<file path="src/rtl/mem_arbiter_if.sv">
// rtl/mem_arbiter_if.sv - fetch/data requester and shared memory port bundle for mem_arbiter
interface mem_arbiter_if;
    logic        if_req;
    logic [31:0] if_addr;
    logic        if_ready;
    logic [31:0] if_rdata;

    logic        d_req;
    logic        d_we;
    logic [31:0] d_addr;
    logic [31:0] d_wdata;
    logic        d_ready;
    logic [31:0] d_rdata;

    logic        mem_req;
    logic        mem_we;
    logic [31:0] mem_addr;
    logic [31:0] mem_wdata;
    logic [31:0] mem_rdata;
    logic        mem_ack;

    logic        owner;

    // Arbiter side.
    modport slave (
        input  if_req, if_addr,
        input  d_req, d_we, d_addr, d_wdata,
        input  mem_rdata, mem_ack,
        output if_ready, if_rdata,
        output d_ready, d_rdata,
        output mem_req, mem_we, mem_addr, mem_wdata,
        output owner
    );

    // Requester and memory side.
    modport master (
        output if_req, if_addr,
        output d_req, d_we, d_addr, d_wdata,
        output mem_rdata, mem_ack,
        input  if_ready, if_rdata,
        input  d_ready, d_rdata,
        input  mem_req, mem_we, mem_addr, mem_wdata,
        input  owner
    );
endinterface

</file>
<file path="src/rtl/mem_arbiter.sv">
// rtl/mem_arbiter.sv - two-requester arbiter for a shared single-port memory, data priority with fetch anti-starvation
module mem_arbiter #(
    parameter int STARVE_LIMIT = 4
) (
    input  logic          clk,
    input  logic          rst,
    mem_arbiter_if.slave  bus
);

    // Keep the counter at least one bit wide so STARVE_LIMIT=0 still elaborates.
    localparam int CW = (STARVE_LIMIT > 0) ? $clog2(STARVE_LIMIT + 1) : 1;
    localparam logic [CW-1:0] LIMIT = CW'(STARVE_LIMIT);

    typedef enum logic [1:0] {
        IDLE    = 2'd0,
        BUSY_IF = 2'd1,
        BUSY_D  = 2'd2,
        RESP    = 2'd3
    } state_t;

    state_t        state_q,     state_d;
    logic          mem_req_q,   mem_req_d;
    logic          mem_we_q,    mem_we_d;
    logic [31:0]   mem_addr_q,  mem_addr_d;
    logic [31:0]   mem_wdata_q, mem_wdata_d;
    logic [31:0]   if_rdata_q,  if_rdata_d;
    logic [31:0]   d_rdata_q,   d_rdata_d;
    logic          owner_q,     owner_d;
    logic [CW-1:0] starve_q,    starve_d;
    logic          grant_d;

    always_comb begin
        state_d     = state_q;
        mem_req_d   = mem_req_q;
        mem_we_d    = mem_we_q;
        mem_addr_d  = mem_addr_q;
        mem_wdata_d = mem_wdata_q;
        if_rdata_d  = if_rdata_q;
        d_rdata_d   = d_rdata_q;
        owner_d     = owner_q;
        starve_d    = starve_q;
        grant_d     = 1'b0;

        case (state_q)
            IDLE: begin
                // Data wins a tie until fetch has been passed over LIMIT times in a row.
                grant_d = bus.d_req && (!bus.if_req || (starve_q != LIMIT));
                if (grant_d) begin
                    state_d     = BUSY_D;
                    mem_req_d   = 1'b1;
                    mem_we_d    = bus.d_we;
                    mem_addr_d  = bus.d_addr;
                    mem_wdata_d = bus.d_wdata;
                    owner_d     = 1'b1;
                    if (!bus.if_req) begin
                        starve_d = '0;
                    end else if (starve_q != LIMIT) begin
                        starve_d = starve_q + CW'(1);
                    end
                end else if (bus.if_req) begin
                    state_d    = BUSY_IF;
                    mem_req_d  = 1'b1;
                    mem_we_d   = 1'b0;
                    mem_addr_d = bus.if_addr;
                    owner_d    = 1'b0;
                    starve_d   = '0;
                end
            end
            BUSY_IF: begin
                if (bus.mem_ack) begin
                    state_d    = RESP;
                    mem_req_d  = 1'b0;
                    if_rdata_d = bus.mem_rdata;
                end
            end
            BUSY_D: begin
                if (bus.mem_ack) begin
                    state_d   = RESP;
                    mem_req_d = 1'b0;
                    if (!mem_we_q) begin
                        d_rdata_d = bus.mem_rdata;
                    end
                end
            end
            RESP: begin
                state_d = IDLE;
            end
            default: begin
                state_d = IDLE;
            end
        endcase
    end

    always_ff @(posedge clk or negedge rst) begin
        if (!rst) begin
            state_q     <= IDLE;
            mem_req_q   <= 1'b0;
            mem_we_q    <= 1'b0;
            mem_addr_q  <= 32'h0;
            mem_wdata_q <= 32'h0;
            if_rdata_q  <= 32'h0000_0013;
            d_rdata_q   <= 32'h0;
            owner_q     <= 1'b0;
            starve_q    <= '0;
        end else begin
            state_q     <= state_d;
            mem_req_q   <= mem_req_d;
            mem_we_q    <= mem_we_d;
            mem_addr_q  <= mem_addr_d;
            mem_wdata_q <= mem_wdata_d;
            if_rdata_q  <= if_rdata_d;
            d_rdata_q   <= d_rdata_d;
            owner_q     <= owner_d;
            starve_q    <= starve_d;
        end
    end

    // Ready is decoded from registered state only, so exactly one of the two can pulse.
    assign bus.if_ready  = (state_q == RESP) && !owner_q;
    assign bus.d_ready   = (state_q == RESP) &&  owner_q;
    assign bus.if_rdata  = if_rdata_q;
    assign bus.d_rdata   = d_rdata_q;
    assign bus.mem_req   = mem_req_q;
    assign bus.mem_we    = mem_we_q;
    assign bus.mem_addr  = mem_addr_q;
    assign bus.mem_wdata = mem_wdata_q;
    assign bus.owner     = owner_q;

endmodule

</file>
<file path="src/flat_wrapper.sv">
// flat-port wrapper written by rule: the top's interface ports become plain ports
module mem_arbiter_flat 
#(
    parameter int STARVE_LIMIT = 4
)
  (clk, rst, bus_if_req, bus_if_addr, bus_d_req, bus_d_we, bus_d_addr, bus_d_wdata, bus_mem_rdata, bus_mem_ack, bus_if_ready, bus_if_rdata, bus_d_ready, bus_d_rdata, bus_mem_req, bus_mem_we, bus_mem_addr, bus_mem_wdata, bus_owner);
  mem_arbiter_if bus_i ();
  input  logic clk;
  input  logic rst;
  input wire logic [$bits(bus_i.if_req)-1:0] bus_if_req;
  input wire logic [$bits(bus_i.if_addr)-1:0] bus_if_addr;
  input wire logic [$bits(bus_i.d_req)-1:0] bus_d_req;
  input wire logic [$bits(bus_i.d_we)-1:0] bus_d_we;
  input wire logic [$bits(bus_i.d_addr)-1:0] bus_d_addr;
  input wire logic [$bits(bus_i.d_wdata)-1:0] bus_d_wdata;
  input wire logic [$bits(bus_i.mem_rdata)-1:0] bus_mem_rdata;
  input wire logic [$bits(bus_i.mem_ack)-1:0] bus_mem_ack;
  output wire logic [$bits(bus_i.if_ready)-1:0] bus_if_ready;
  output wire logic [$bits(bus_i.if_rdata)-1:0] bus_if_rdata;
  output wire logic [$bits(bus_i.d_ready)-1:0] bus_d_ready;
  output wire logic [$bits(bus_i.d_rdata)-1:0] bus_d_rdata;
  output wire logic [$bits(bus_i.mem_req)-1:0] bus_mem_req;
  output wire logic [$bits(bus_i.mem_we)-1:0] bus_mem_we;
  output wire logic [$bits(bus_i.mem_addr)-1:0] bus_mem_addr;
  output wire logic [$bits(bus_i.mem_wdata)-1:0] bus_mem_wdata;
  output wire logic [$bits(bus_i.owner)-1:0] bus_owner;
  assign bus_i.if_req = bus_if_req;
  assign bus_i.if_addr = bus_if_addr;
  assign bus_i.d_req = bus_d_req;
  assign bus_i.d_we = bus_d_we;
  assign bus_i.d_addr = bus_d_addr;
  assign bus_i.d_wdata = bus_d_wdata;
  assign bus_i.mem_rdata = bus_mem_rdata;
  assign bus_i.mem_ack = bus_mem_ack;
  assign bus_if_ready = bus_i.if_ready;
  assign bus_if_rdata = bus_i.if_rdata;
  assign bus_d_ready = bus_i.d_ready;
  assign bus_d_rdata = bus_i.d_rdata;
  assign bus_mem_req = bus_i.mem_req;
  assign bus_mem_we = bus_i.mem_we;
  assign bus_mem_addr = bus_i.mem_addr;
  assign bus_mem_wdata = bus_i.mem_wdata;
  assign bus_owner = bus_i.owner;
  mem_arbiter #(.STARVE_LIMIT(STARVE_LIMIT)) u_core (.clk(clk), .rst(rst), .bus(bus_i));
endmodule
</file>
<file path="config.mk">
export PLATFORM = sky130hd
export DESIGN_NAME = mem_arbiter_flat
export DESIGN_NICKNAME = d
export VERILOG_FILES = /design/src/rtl/mem_arbiter_if.sv /design/src/rtl/mem_arbiter.sv /design/src/flat_wrapper.sv
export SDC_FILE = /design/constraint.sdc
export NUM_CORES = 1
export LEC_CHECK = 0
export ABC_AREA = 0
export BUFFER_PORTS_ARGS = -buffer_cell sky130_fd_sc_hd__buf_2
export CORE_MARGIN = 3
export CORE_UTILIZATION = 50
export DETAILED_ROUTE_END_ITERATION = 12
export HOLD_SLACK_MARGIN = 0.12
export PLACE_DENSITY = 0.85
export SETUP_SLACK_MARGIN = 0.1
export SYNTH_ARGS = -nofsm -noshare
export SYNTH_HDL_FRONTEND = slang
export SYNTH_SLANG_ARGS = --single-unit
export TNS_END_PERCENT = 1
</file>
<file path="constraint.sdc">
create_clock -name clk -period 3.9 [get_ports clk]
set_clock_uncertainty 0.05 [all_clocks]
set_input_delay 0.195 -clock clk [delete_from_list [all_inputs] [get_ports clk]]
set_output_delay 0.195 -clock clk [all_outputs]
set_load 0.05 [all_outputs]
</file>
==> results.txt, run 1 <==
* Share of async-settable or async-resettable flops after synthesis: 1.00
- Clock transition at the registers of the reported paths: 0.06 ns
- Fraction of power consumed by the clock network: 0.172
* Power density over cell area: 1060 nW/µm²
- Entering global routing, the biggest net connects 100 pins.
* Cell area after synthesis: 5760 µm²
- Top achievable clock speed: approximately 300 MHz
* Post-route core utilization: 0.821
* Part of the Yosys area used for sequential elements: 0.591
- Largest driver fanout on the critical path: 33
- Setup repair bufs after CTS: 0
* Number of different library cells in the post-synthesis netlist: 30
* Clock root buffer: clkbuf_16
- Post-Syn Instances: between 400 and 500
- Setup violations remaining at the end of the flow were counted as 0.
* Resized Gates After CTS: 0
* Worst slew margin: 0.155
- The run finished with clean final reports.
- Dividing the detail-routed via count by the number of cells gives 5.32.
* Minimum clock period after layout: 3.31 ns
- Buffers inserted to repair hold after CTS numbered 130.
* Final hold violation count: 0
- At the end of routability-driven placement, the weighted congestion stood at roughly 0.79.
* Total global routing track utilization: 0.301
* Fraction of final layout cells with drive strength greater than 1: 0.487
- Number of antenna violations at the first check in global routing: 0
* Unrepaired setup endpoints after global routing: false
- Sum of negative setup slack: 0 ns
- Residual overflow from global routing: 0
- Flip-flop and latch count after synthesis: ~140
- Ant. Diodes: 0
* Pin slew with the least headroom to its limit: 1.27 ns
- Core Region: approximately 11000 µm²
- Summed over all cells, the static leakage comes to 4.41 nW.
* CP arrival: between 3 and 4 ns
- On the critical path, the stage with the largest delay is an instance of o21a_1.
- IO Pins: around 270
* Yosys warning total: 0
- Part of the cycle the worst path needs: 0.850
- Worst IR Drop VDD: just over 0.0009 V
- Worst-case setup slack after placement: between 1 and 1.5 ns
- Number of rows created at floorplan: 38
- Number of DRC violations after detailed-routing iteration 0: 431
- For this configuration, the core starts out at a cell density of 0.522.
- Total of buffers placed on input and output ports: 266
- Total CTS buffers: 17
- Total net switching power: 4.76 mW
* Worst path max stage delay: just under 1 ns
- Combinational Power Share: 0.559
- TritonCTS clock tree: yes
- Dominant synthesized flop cell: dfrtp_1
* Clock H-tree levels: 4
* Wire length of the first global-routing pass: 30100 µm
- In the routed design, unresolved DRC markers number 0.
* Slew Limit Fails: 0
* Die span in x: 113 µm
* Buffer levels on the longest clock path: 2
* Clock network latency to the later pin of the worst-skew pair: 0.41 ns
* Post-layout net count: 962
* Synthesized area per cell: 13.3 µm²
* Count of flip-flops with a built-in enable after synthesis: 0
- In this run the worst hold path is classified as primary input to register.
- Traced cell by cell, the critical path runs through inv_1, ha_1, o21a_1, nand2_1, o211ai_1, dlygate4sd3_1.
- Crit path kind: register to register
- WP data required: between 4 and 5 ns
* Count of TritonRoute iterations in the first routing pass: 4
- After layout, the worst setup slack is 0.585 ns.
- Of the total power, the share spent switching nets is 0.495.
- In the final routed layout, each cell accounts on average for slightly below 20 µm.
* Internal portion of total power: 4.86 mW
* Via total after detailed routing: between 5k and 6k
* Category of the worst setup path capture point: register
- STA classifies the critical path startpoint as a register.
- Detailed placement HPWL: 10600 µm
- After detailed routing, the total wire length is roughly 19000 µm.
- Commonest cells after routing, fill and taps aside: buf_2, dfrtp_1, dlygate4sd3_1
- Die H: roughly 110 µm
* Most common cell after layout, fill and taps aside: buf_2
* Total power after layout: ~9.6 mW
- The tool flagged a number of max-cap violations equal to 0.
* Num Clock Sinks: 136
- Overall die area: approximately 13000 µm²
- The share of total power dissipated in sequential elements is 0.269.
* Vias in the first global route: about 5.8k
- Number of nets with antenna violations after routing: 0
- The number of nets in the synthesized netlist is 574.
- Layout-stage area growth over the synthesis result: 57.2%
## synthesized netlist by cell type (all sizes together) (2+ instances only)
cell / n / area share
inv: 5 / 0.0033
nand2: 65 / 0.042
nor2b: 3 / 0.0033
buf: 16 / 0.019
ha: 8 / 0.017
a31oi: 2 / 0.0022
mux2i: 2 / 0.0035
nand4: 32 / 0.035
o211ai: 32 / 0.042
dfstp: 3 / 0.014
a32o: 2 / 0.0035
mux2: 97 / 0.21
dfrtp: 133 / 0.58
nor2: 3 / 0.0020
clkbuf: 16 / 0.010
and2: 2 / 0.0022
## cells by family after synthesis
logic type               share of synthesized area
AO/OA/AOI/OAI                               0.0567
buffers and inverters                       0.0328
AND/OR/NAND/NOR                             0.0908
adder cells (fa/ha/maj)                     0.0174
XOR/XNOR                                   0.00152
multiplexers                                 0.209
flip-flops                                   0.591
## sequential cells by signal (all words and copies together), names as in the netlist, 2 cells and up
register              flops
u_core.bus.mem_addr      32
u_core.bus.d_rdata       32
u_core.state_q            2
u_core.bus.mem_wdata     32
u_core.starve_q           3
u_core.bus.if_rdata      32
## final timing paths
kind / slack (ns) / depth (start not counted) / start / endpoint
setup / recovery: 0.59 / 6 / u_core.state_q[1] / u_core.bus.mem_addr[3]
hold / removal: 0.15 / 2 / bus_if_req / u_core.starve_q[0]
setup reg to reg: 0.59 / 6 / u_core.state_q[1] / u_core.bus.mem_addr[3]
hold reg to reg: 0.45 / 1 / u_core.bus.if_rdata[8] / u_core.bus.if_rdata[8]
max in group asynchronous: 2.37 / 3 / rst / u_core.bus.mem_addr[14]
min in group asynchronous: 0.39 / 2 / rst / u_core.bus.mem_wdata[21]
## final cells by class
class,count,area [µm²]
Timing Repair Buffer,401,2680
Clock inverter,13,171
Inverter,5,18.8
Clock buffer,19,443
Multi-Input combinational cell,259,2160
Fill cell,547,1970
Sequential cell,136,3410
Tap cell,140,175
## critical path: cells and delay by family, from the launching register on
kind | cells | cell delay (ns)
AOI/OAI and AO/OA | 2 | 1.28
buffers and inverters | 2 | 0.76
adders and majority gates | 1 | 0.54
DFF | 1 | 0.43
and+or+nand+nor | 1 | 0.18
## per-stage QoR
step / instances / cell area [µm²] / hold WS, ns
2_1_floorplan: 432 / 5760 / -0.151
5_1_grt: 973 / 9060 / 0.160
3_3_place_gp: 811 / 7140 / 0.275
6_report: 973 / 9060 / 0.148
3_5_place_dp: 811 / 7140 / 0.294
4_1_cts: 973 / 9060 / 0.143
## power groups by stage
stage | registers, mW | clock network, mW | logic, mW
final | 2.59 | 1.66 | 5.38
after global routing | 2.66 | 1.75 | 5.61
after CTS | 2.54 | 1.67 | 5.29
after detailed placement | 2.54 | 0 | 4.91
after global placement | 2.50 | 0 | 4.81
after floorplan | 4.93 | 0 | 1.35
## routing by layer
layer | vias up | part of all wire | routed length (µm) | GRT usage
met3 | 34 | 0.075 | 1440 | 0.0807
met2 | 283 | 0.54 | 10200 | 0.545
li1 | 2322 | - | - | -
met5 | - | 0 | 0 | 0
met4 | 0 | 0.022 | 412 | 0.116
met1 | 2537 | 0.37 | 7000 | 0.337
Power figures use the tool's default switching activity.
==> run 2, diff against run 1 <==
--- a/config.mk
+++ b/config.mk
@@ -8,10 +8,10 @@
 export ABC_AREA = 0
 export BUFFER_PORTS_ARGS = -buffer_cell sky130_fd_sc_hd__buf_2
 export CORE_MARGIN = 3
-export CORE_UTILIZATION = 50
+export CORE_UTILIZATION = 47
 export DETAILED_ROUTE_END_ITERATION = 12
 export HOLD_SLACK_MARGIN = 0.12
-export PLACE_DENSITY = 0.85
+export PLACE_DENSITY = 0.8
 export SETUP_SLACK_MARGIN = 0.1
 export SYNTH_ARGS = -nofsm -noshare
 export SYNTH_HDL_FRONTEND = slang
==> constraint.sdc (replaced) <==
create_clock -name clk -period 3.1 [get_ports clk]
set_clock_uncertainty 0.05 [all_clocks]
set_input_delay 0.155 -clock clk [delete_from_list [all_inputs] [get_ports clk]]
set_output_delay 0.155 -clock clk [all_outputs]
set_load 0.05 [all_outputs]
==> run 2 against run 1 <==
  * Utilization is 3.9 points lower
  * Clock power is 39% higher
  * Design area is 1.2% higher
  * Register-to-register slack worse by 0.18 ns
  * Flip-flop and latch count stayed put
  * Critical path depth is 2 higher
  * Global-route usage is 2.8 points lower
  * Critical endpoint is now u_core.bus.mem_addr[6]
  * Largest cell class unchanged
  * Highest routed layer unchanged
==> results.txt, run 2 (synthesized netlist as in run 1, its figures left out) <==
- Result of the run: completed
* Instance area after placement: 7170 µm²
- Minimum clock period after layout: 2.70 ns
* Number of max-capacitance violations reported: 0
* Part of the cycle the worst path needs: 0.871
- Worst slew margin: 0.470
* Core Region: approximately 12000 µm²
- Chain of cells forming the critical path: inv_1, ha_1, buf_4, o21a_1, buf_4, nand2_1, o211ai_1, dlygate4sd3_1
- Worst hold path startpoint: bus_mem_ack
* Combinational Power Share: 0.548
* Fraction of final layout cells with drive strength greater than 1: 0.492
* Category of the worst setup path capture point: register
- Power density over cell area: about 1300 nW/µm²
* Worst Hold Margin: between 0.2 and 0.25 ns
* Clock root buffer: clkbuf_16
* Post-route DRC: 0
- Unrepaired setup endpoints after global routing: false
- Buf/Inv on CP: 4
* Most repeated library cell on the critical path: buf_4
- Number of antenna violations at the first check in global routing: 1
- At the end of routability-driven placement, the weighted congestion stood at 0.770.
- Fill count: 643
- Of all nets on the critical path, the largest fanout is 36.
- The first global-routing pass estimated 28700 µm of wire.
- At the worst endpoint, the required time is 3.40 ns.
- Overall die area: 13600 µm²
* Vias in the first global route: ~5.6k
- Cells on worst reg2reg path: 8
- Setup violations remaining at the end of the flow were counted as 0.
* Detail-routed via count per cell: 5.32
* Layout-stage area growth over the synthesis result: 59.0%
- Worst path max stage delay: 0.58 ns
* Final std cell area, no fill: 9160 µm²
* Terminating pin of the worst hold path: u_core.bus.mem_req
- The detailed router placed about 5.2k vias in this run.
- In this run the post-CTS setup repair buffer count came out at 0.
* Largest net degree at the start of global routing: 86
- In the final timing run, aggregate negative setup slack is 0 ns.
- Sequential fraction of design power: 0.264
- For this design, the sink count on the clock tree is 136.
- Final hold violation count: 0
* Worst IR Drop VDD: 0.000870 V
- After legalization and detailed placement, the total HPWL measured between 10000 and 15000 µm.
- At the pin with the least slew margin, the transition time is about 0.80 ns.
- Once detail routing completed, the nets flagged for antenna violations numbered 0.
- In this run, placement finished with an instance count of 818.
- Count of TritonRoute iterations in the first routing pass: 5
- The worst path meets setup with 0.401 ns of slack.
- OpenSTA, run right after detailed placement, puts the worst setup slack at 0.747 ns.
- Across all register-to-register paths, the minimum setup slack is 0.40 ns.
- Timing would allow up to 371 MHz.
- CP max stage cell: dlygate4sd3_1
- TritonCTS created 17 clock buffers.
- Post-route core utilization: 0.782
- Of the total power, the clock network draws 0.188.
* Commonest cells after routing, fill and taps aside: buf_2, dfrtp_1, dlygate4sd3_1
- Port buffering added 266 buffers.
- Die H: 117 µm
- For this run the aggregate overflow at the end of global routing stands at 0.
* Number of rows created at floorplan: 39
- Path category of the worst min-delay check: primary input to register
- TritonCTS built the clock tree.
- Buffer levels on the longest clock path: 2
* Post-layout net count: 967
- In this run, the number of DRC markers left after iteration 0 of detailed routing was 402.
- After layout, the design draws a total of roughly 12 mW.
* Crit Reg-Reg Startpoint: u_core.state_q[0]
- Along the worst hold path, the cell count comes to 4.
- Clock H-tree levels: 4
* Crit path kind: register to register
* Internal portion of total power: 6.34 mW
* Routed WL: approximately 19000 µm
* Clock transition at the registers of the reported paths: roughly 0.060 ns
- IO Pins: 267
* Gate family responsible for the most delay along the worst path: buffers and inverters
* Total net switching power: roughly 6.0 mW
- Total global routing track utilization: 0.273
- In the final routed layout, each cell accounts on average for ~19 µm.
* CP arrival: between 2 and 3 ns
- Slew Limit Fails: 0
* Number of standard cells in the final layout excluding fillers: approximately 1000
- Switching power share of the total: 0.484
- At the later pin of the worst-skew pair, clock insertion delay measures 0.41 ns.
* Starting utilization of the core area: 0.492
* Leakage: 4.47 nW
* Die span in x: roughly 120 µm
- STA classifies the critical path startpoint as a register.
- Most common cell after layout, fill and taps aside: buf_2
- The endpoint identified for the worst register-to-register timing path is u_core.bus.mem_addr[6].
==> run 2: cell count changes in the layout (fill, tap and decap cells not counted), moves of 2 or more <==
| cell | delta |
|---|---|
| inv_6 | +2 |
| bufinv_16 | +3 |
| clkinvlp_4 | -3 |
| clkinv_2 | +2 |
| buf_4 | +4 |
==> run 2: power by group through the flow <==
stage | logic [mW] | clock network (mW) | registers, mW
2_1_floorplan | 1.69 | 0 | 6.21
3_3_place_gp | 6.06 | 0 | 3.15
3_5_place_dp | 6.18 | 0 | 3.20
4_1_cts | 6.66 | 2.32 | 3.19
5_1_grt | 7.05 | 2.41 | 3.33
6_report | 6.74 | 2.31 | 3.25
==> run 2: how the worst max path moves through the flow <==
stage,start,end,slack [ns],cells past startpoint
2_1_floorplan,u_core.state_q[0],u_core.bus.mem_wdata[10],1.34,7
3_3_place_gp,u_core.starve_q[0],u_core.bus.mem_addr[18],0.87,5
3_5_place_dp,u_core.starve_q[0],u_core.bus.mem_addr[24],0.75,5
4_1_cts,u_core.starve_q[0],u_core.bus.mem_addr[11],0.21,6
5_1_grt,u_core.state_q[0],u_core.bus.mem_addr[25],0.31,8
6_report,u_core.state_q[0],u_core.bus.mem_addr[6],0.40,8
==> run 2: cell type report <==
| cell class | instances | area [µm²] | share of cell area |
|---|---|---|---|
| Sequential cell | 136 | 3410 | 0.372 |
| Timing Repair Buffer | 406 | 2720 | 0.297 |
| Multi-Input combinational cell | 259 | 2170 | 0.236 |
| Clock buffer | 17 | 425 | 0.0464 |
| Clock inverter | 15 | 246 | 0.0269 |
| Tap cell | 143 | 179 | 0.0195 |
| Inverter | 5 | 18.8 | 0.00205 |
| Antenna cell | 1 | 2.50 | 0.000273 |
==> run 2: worst min-delay path: cells and delay by family <==
kind / cells / cell delay (ns)
buf+inv: 1 / 0.12
compound gates: 1 / 0.08
simple gates: 1 / 0.15
mux: 1 / 0.11
==> run 2: what timing repair did <==
action / 4_1_cts / 5_1_grt
hold endpoints to repair: 212 / 0
resized for setup: 0 / 1
endpoints found under the setup margin: 0 / 32
hold buffers: 131 / 0
==> run 2: metal layers <==
layer	global-route usage	share of wire	wire [µm]	vias up
met3	0.0689	0.092	1730	30
met1	0.310	0.36	6660	2525
met4	0.0933	0.018	331	0
met2	0.498	0.53	9990	339
met5	0	0	0	-
li1	-	-	-	2329
==> run 3, diff against run 2 <==
--- a/config.mk
+++ b/config.mk
@@ -12,6 +12,7 @@
 export DETAILED_ROUTE_END_ITERATION = 12
 export HOLD_SLACK_MARGIN = 0.12
 export PLACE_DENSITY = 0.8
+export REMOVE_ABC_BUFFERS = 1
 export SETUP_SLACK_MARGIN = 0.1
 export SYNTH_ARGS = -nofsm -noshare
 export SYNTH_HDL_FRONTEND = slang
==> run 3 against run 2 <==
  * Flip-flop and latch count is the same
  * Final cell count decreased by 0.20%
  * Register-to-register slack got worse by 0.05 ns
  * Sequential share of layout area is 0.11 points lower
  * Power increased by 0.87%
  * Non-clock buffer count decreased by 1
  * Sequential power about the same
  * Via count grew 0.33%
  * Critical endpoint is now u_core.bus.mem_addr[31]
  * Design area grew 0.30%
  * Utilization is 0.23 points higher
  * Wire length down 0.34%
==> results.txt, run 3 (synthesized netlist as in run 1, its figures left out) <==
- Result of the run: completed
- The number of antenna violations at the first check in global routing was 0.
* CP max stage cell: dlygate4sd3_1
- Buffer levels on the longest clock path: 2
- Gates resized during post-CTS repair numbered 0.
* Capture point of the worst reg-to-reg path: u_core.bus.mem_addr[31]
- Port buffering added 266 buffers.
- After clock tree synthesis, the setup repair step added 0 buffers.
- In the finished design, the share of the clock period the worst path needs comes to 0.888.
- Overall die area: 13600 µm²
* Number of max-capacitance violations reported: 0
- After detailed routing, the number of vias per cell comes to around 5.3.
- For hold timing, the worst endpoint is u_core.bus.mem_req.
- Largest net degree at the start of global routing: a little over 80
- Clock root buffer: clkbuf_16
- Most repeated library cell on the critical path: buf_4
- CP Launch Type: register
- Path category of the worst min-delay check: primary input to register
- The worst hold path was traced through 4 stages.
- Dpl cells: 817
- The startpoint identified for the worst hold timing path is bus_mem_ack.
* Minimum clock period after layout: 2.75 ns
- Clock-pin slew was measured on the worst setup and hold paths at 0.06 ns.
* Worst slew margin: 0.498
- Number of DRC violations after detailed-routing iteration 0: 423
* Largest driver fanout on the critical path: 36
- WP data required: 3.38 ns
- Number of nets with antenna violations after routing: 0
* Crit path kind: register to register
- In this run the number of H-tree levels came out at 4.
* Multi-input logic area: 2160 µm²
- Layout-stage area growth over the synthesis result: 59.5%
- Vias in the first global route: roughly 5.6k
- For the worst setup path, the data arrival time is about 3.0 ns.
- Total power after layout: 12.4 mW
- Number of standard cells in the final layout excluding fillers: 980
* Wire per inst: 19.0 µm
- Of the cells placed in the final design, the portion with a size suffix greater than 1 is 0.487.
* Chain of cells forming the critical path: inv_1, ha_1, buf_4, o21a_1, buf_4, nand2_1, o211ai_1, dlygate4sd3_1
- Power density over cell area: 1350 nW/µm²
- FF-to-FF setup slack: 0.35 ns
* Number of rows created at floorplan: 39
* Post-layout net count: about 970
- In this run, CTS created clock tree buffers numbering 17.
- For this run, the top clock speed supported by timing is 363 MHz.
- Crit Reg-Reg Startpoint: u_core.state_q[1]
- Category of the worst setup path capture point: register
- Core Region: between 10000 and 15000 µm²
* Most common cell after layout, fill and taps aside: buf_2
* Fill count: approximately 640
* Worst IR Drop VDD: 0.000729 V
* Leakage: 4.48 nW
- Final std cell area, no fill: 9190 µm²
- The most critical setup path has its startpoint at u_core.state_q[1].
- Final hold violation count: 0
- Pin slew with the least headroom to its limit: 0.753 ns
* Num Clock Sinks: about 140
* Unrepaired setup endpoints after global routing: false
- TritonCTS clock tree: yes
- Routed WL: 18600 µm
* Ant. Diodes: 0
* Post-route DRC: 0
- Slew Limit Fails: 0
- In the layout the commonest cells are buf_2, dfrtp_1, dlygate4sd3_1.
- Residual overflow from global routing: 0
- Summing over every cut layer, the via total after detailed routing is 5240.
- Summed over all failing endpoints, the final setup total negative slack is 0 ns.
* RePlAce Congestion: 0.755
- Worst path max stage delay: about 0.63 ns
- Detailed placement HPWL: ~11000 µm
- 267 I/O pins were placed.
- Wire length of the first global-routing pass: 28700 µm
- Cells on worst reg2reg path: 8
- The clock reaches the later pin of the worst-skew pair after 0.39 ns.
- Total global routing track utilization: 0.273
- Measured along the x axis, the die boundary spans 117 µm.
- Instance area after placement: 7180 µm²
- Setup violations remaining at the end of the flow were counted as 0.
* Combined flip-flop and latch cell area: 3410 µm²
- Count of TritonRoute iterations in the first routing pass: 5
* Starting utilization of the core area: 0.492
- In this run the vertical extent of the chip is 117 µm.
==> run 3: changes by cell type in the layout (fill, tap and decap cells not counted), sizes merged <==
| cell | delta |
|---|---|
| clkbuf | +4 |
| clkinv | -3 |
| buf | -1 |
| bufinv | +1 |
| clkinvlp | -1 |
| diode | -1 |
| inv | -1 |
==> run 3: stage by stage <==
step | hold slack (ns) | utilization | setup WS [ns]
2_1_floorplan | -0.191 | - | 0.638
3_3_place_gp | 0.196 | 0.613 | 0.972
3_5_place_dp | 0.207 | 0.613 | 0.901
4_1_cts | 0.231 | 0.785 | 0.480
5_1_grt | 0.263 | 0.785 | 0.214
6_report | 0.245 | 0.785 | 0.346
==> run 3: layer usage <==
| metal | share of wire | GRT usage |
|---|---|---|
| met5 | 0 | 0 |
| met4 | 0.025 | 0.102 |
| met3 | 0.081 | 0.0731 |
| met2 | 0.52 | 0.482 |
| met1 | 0.37 | 0.318 |
==> run 3: critical path, delay by kind of cell, from the launching register on <==
| kind | cells | cell delay (ns) |
|---|---|---|
| AOI/OAI and AO/OA | 2 | 0.42 |
| adders and majority gates | 1 | 0.21 |
| and+or+nand+nor | 1 | 0.09 |
| buffers and inverters | 4 | 1.50 |
| DFF | 1 | 0.41 |
==> run 3: repair_timing <==
action,4_1_cts,5_1_grt
endpoints found under the hold margin,187,0
hold buffers,131,0
endpoints found under the setup margin,0,0
==> run 3: cell type report <==
class                           instances  area share
Clock buffer                           21      0.0501
Clock inverter                         11      0.0263
Inverter                                5     0.00204
Multi-Input combinational cell        259       0.236
Sequential cell                       136       0.371
Tap cell                              143      0.0195
Timing Repair Buffer                  405       0.296
==> run 3: worst max-delay path by stage <==
stage | slack [ns] | to | cells past startpoint
floorplan | 0.64 | u_core.bus.mem_wdata[0] | 4
global placement | 0.97 | u_core.bus.mem_wdata[2] | 5
detailed placement | 0.90 | u_core.bus.mem_wdata[3] | 5
CTS | 0.48 | u_core.bus.mem_addr[23] | 7
global route | 0.21 | u_core.bus.mem_addr[12] | 8
finish | 0.35 | u_core.bus.mem_addr[31] | 8
==> run 3: where the power goes <==
part	switching [mW]	internal, mW	total [mW]
logic	4.64	2.13	6.77
registers	0.546	2.70	3.25
clock network	0.746	1.64	2.39
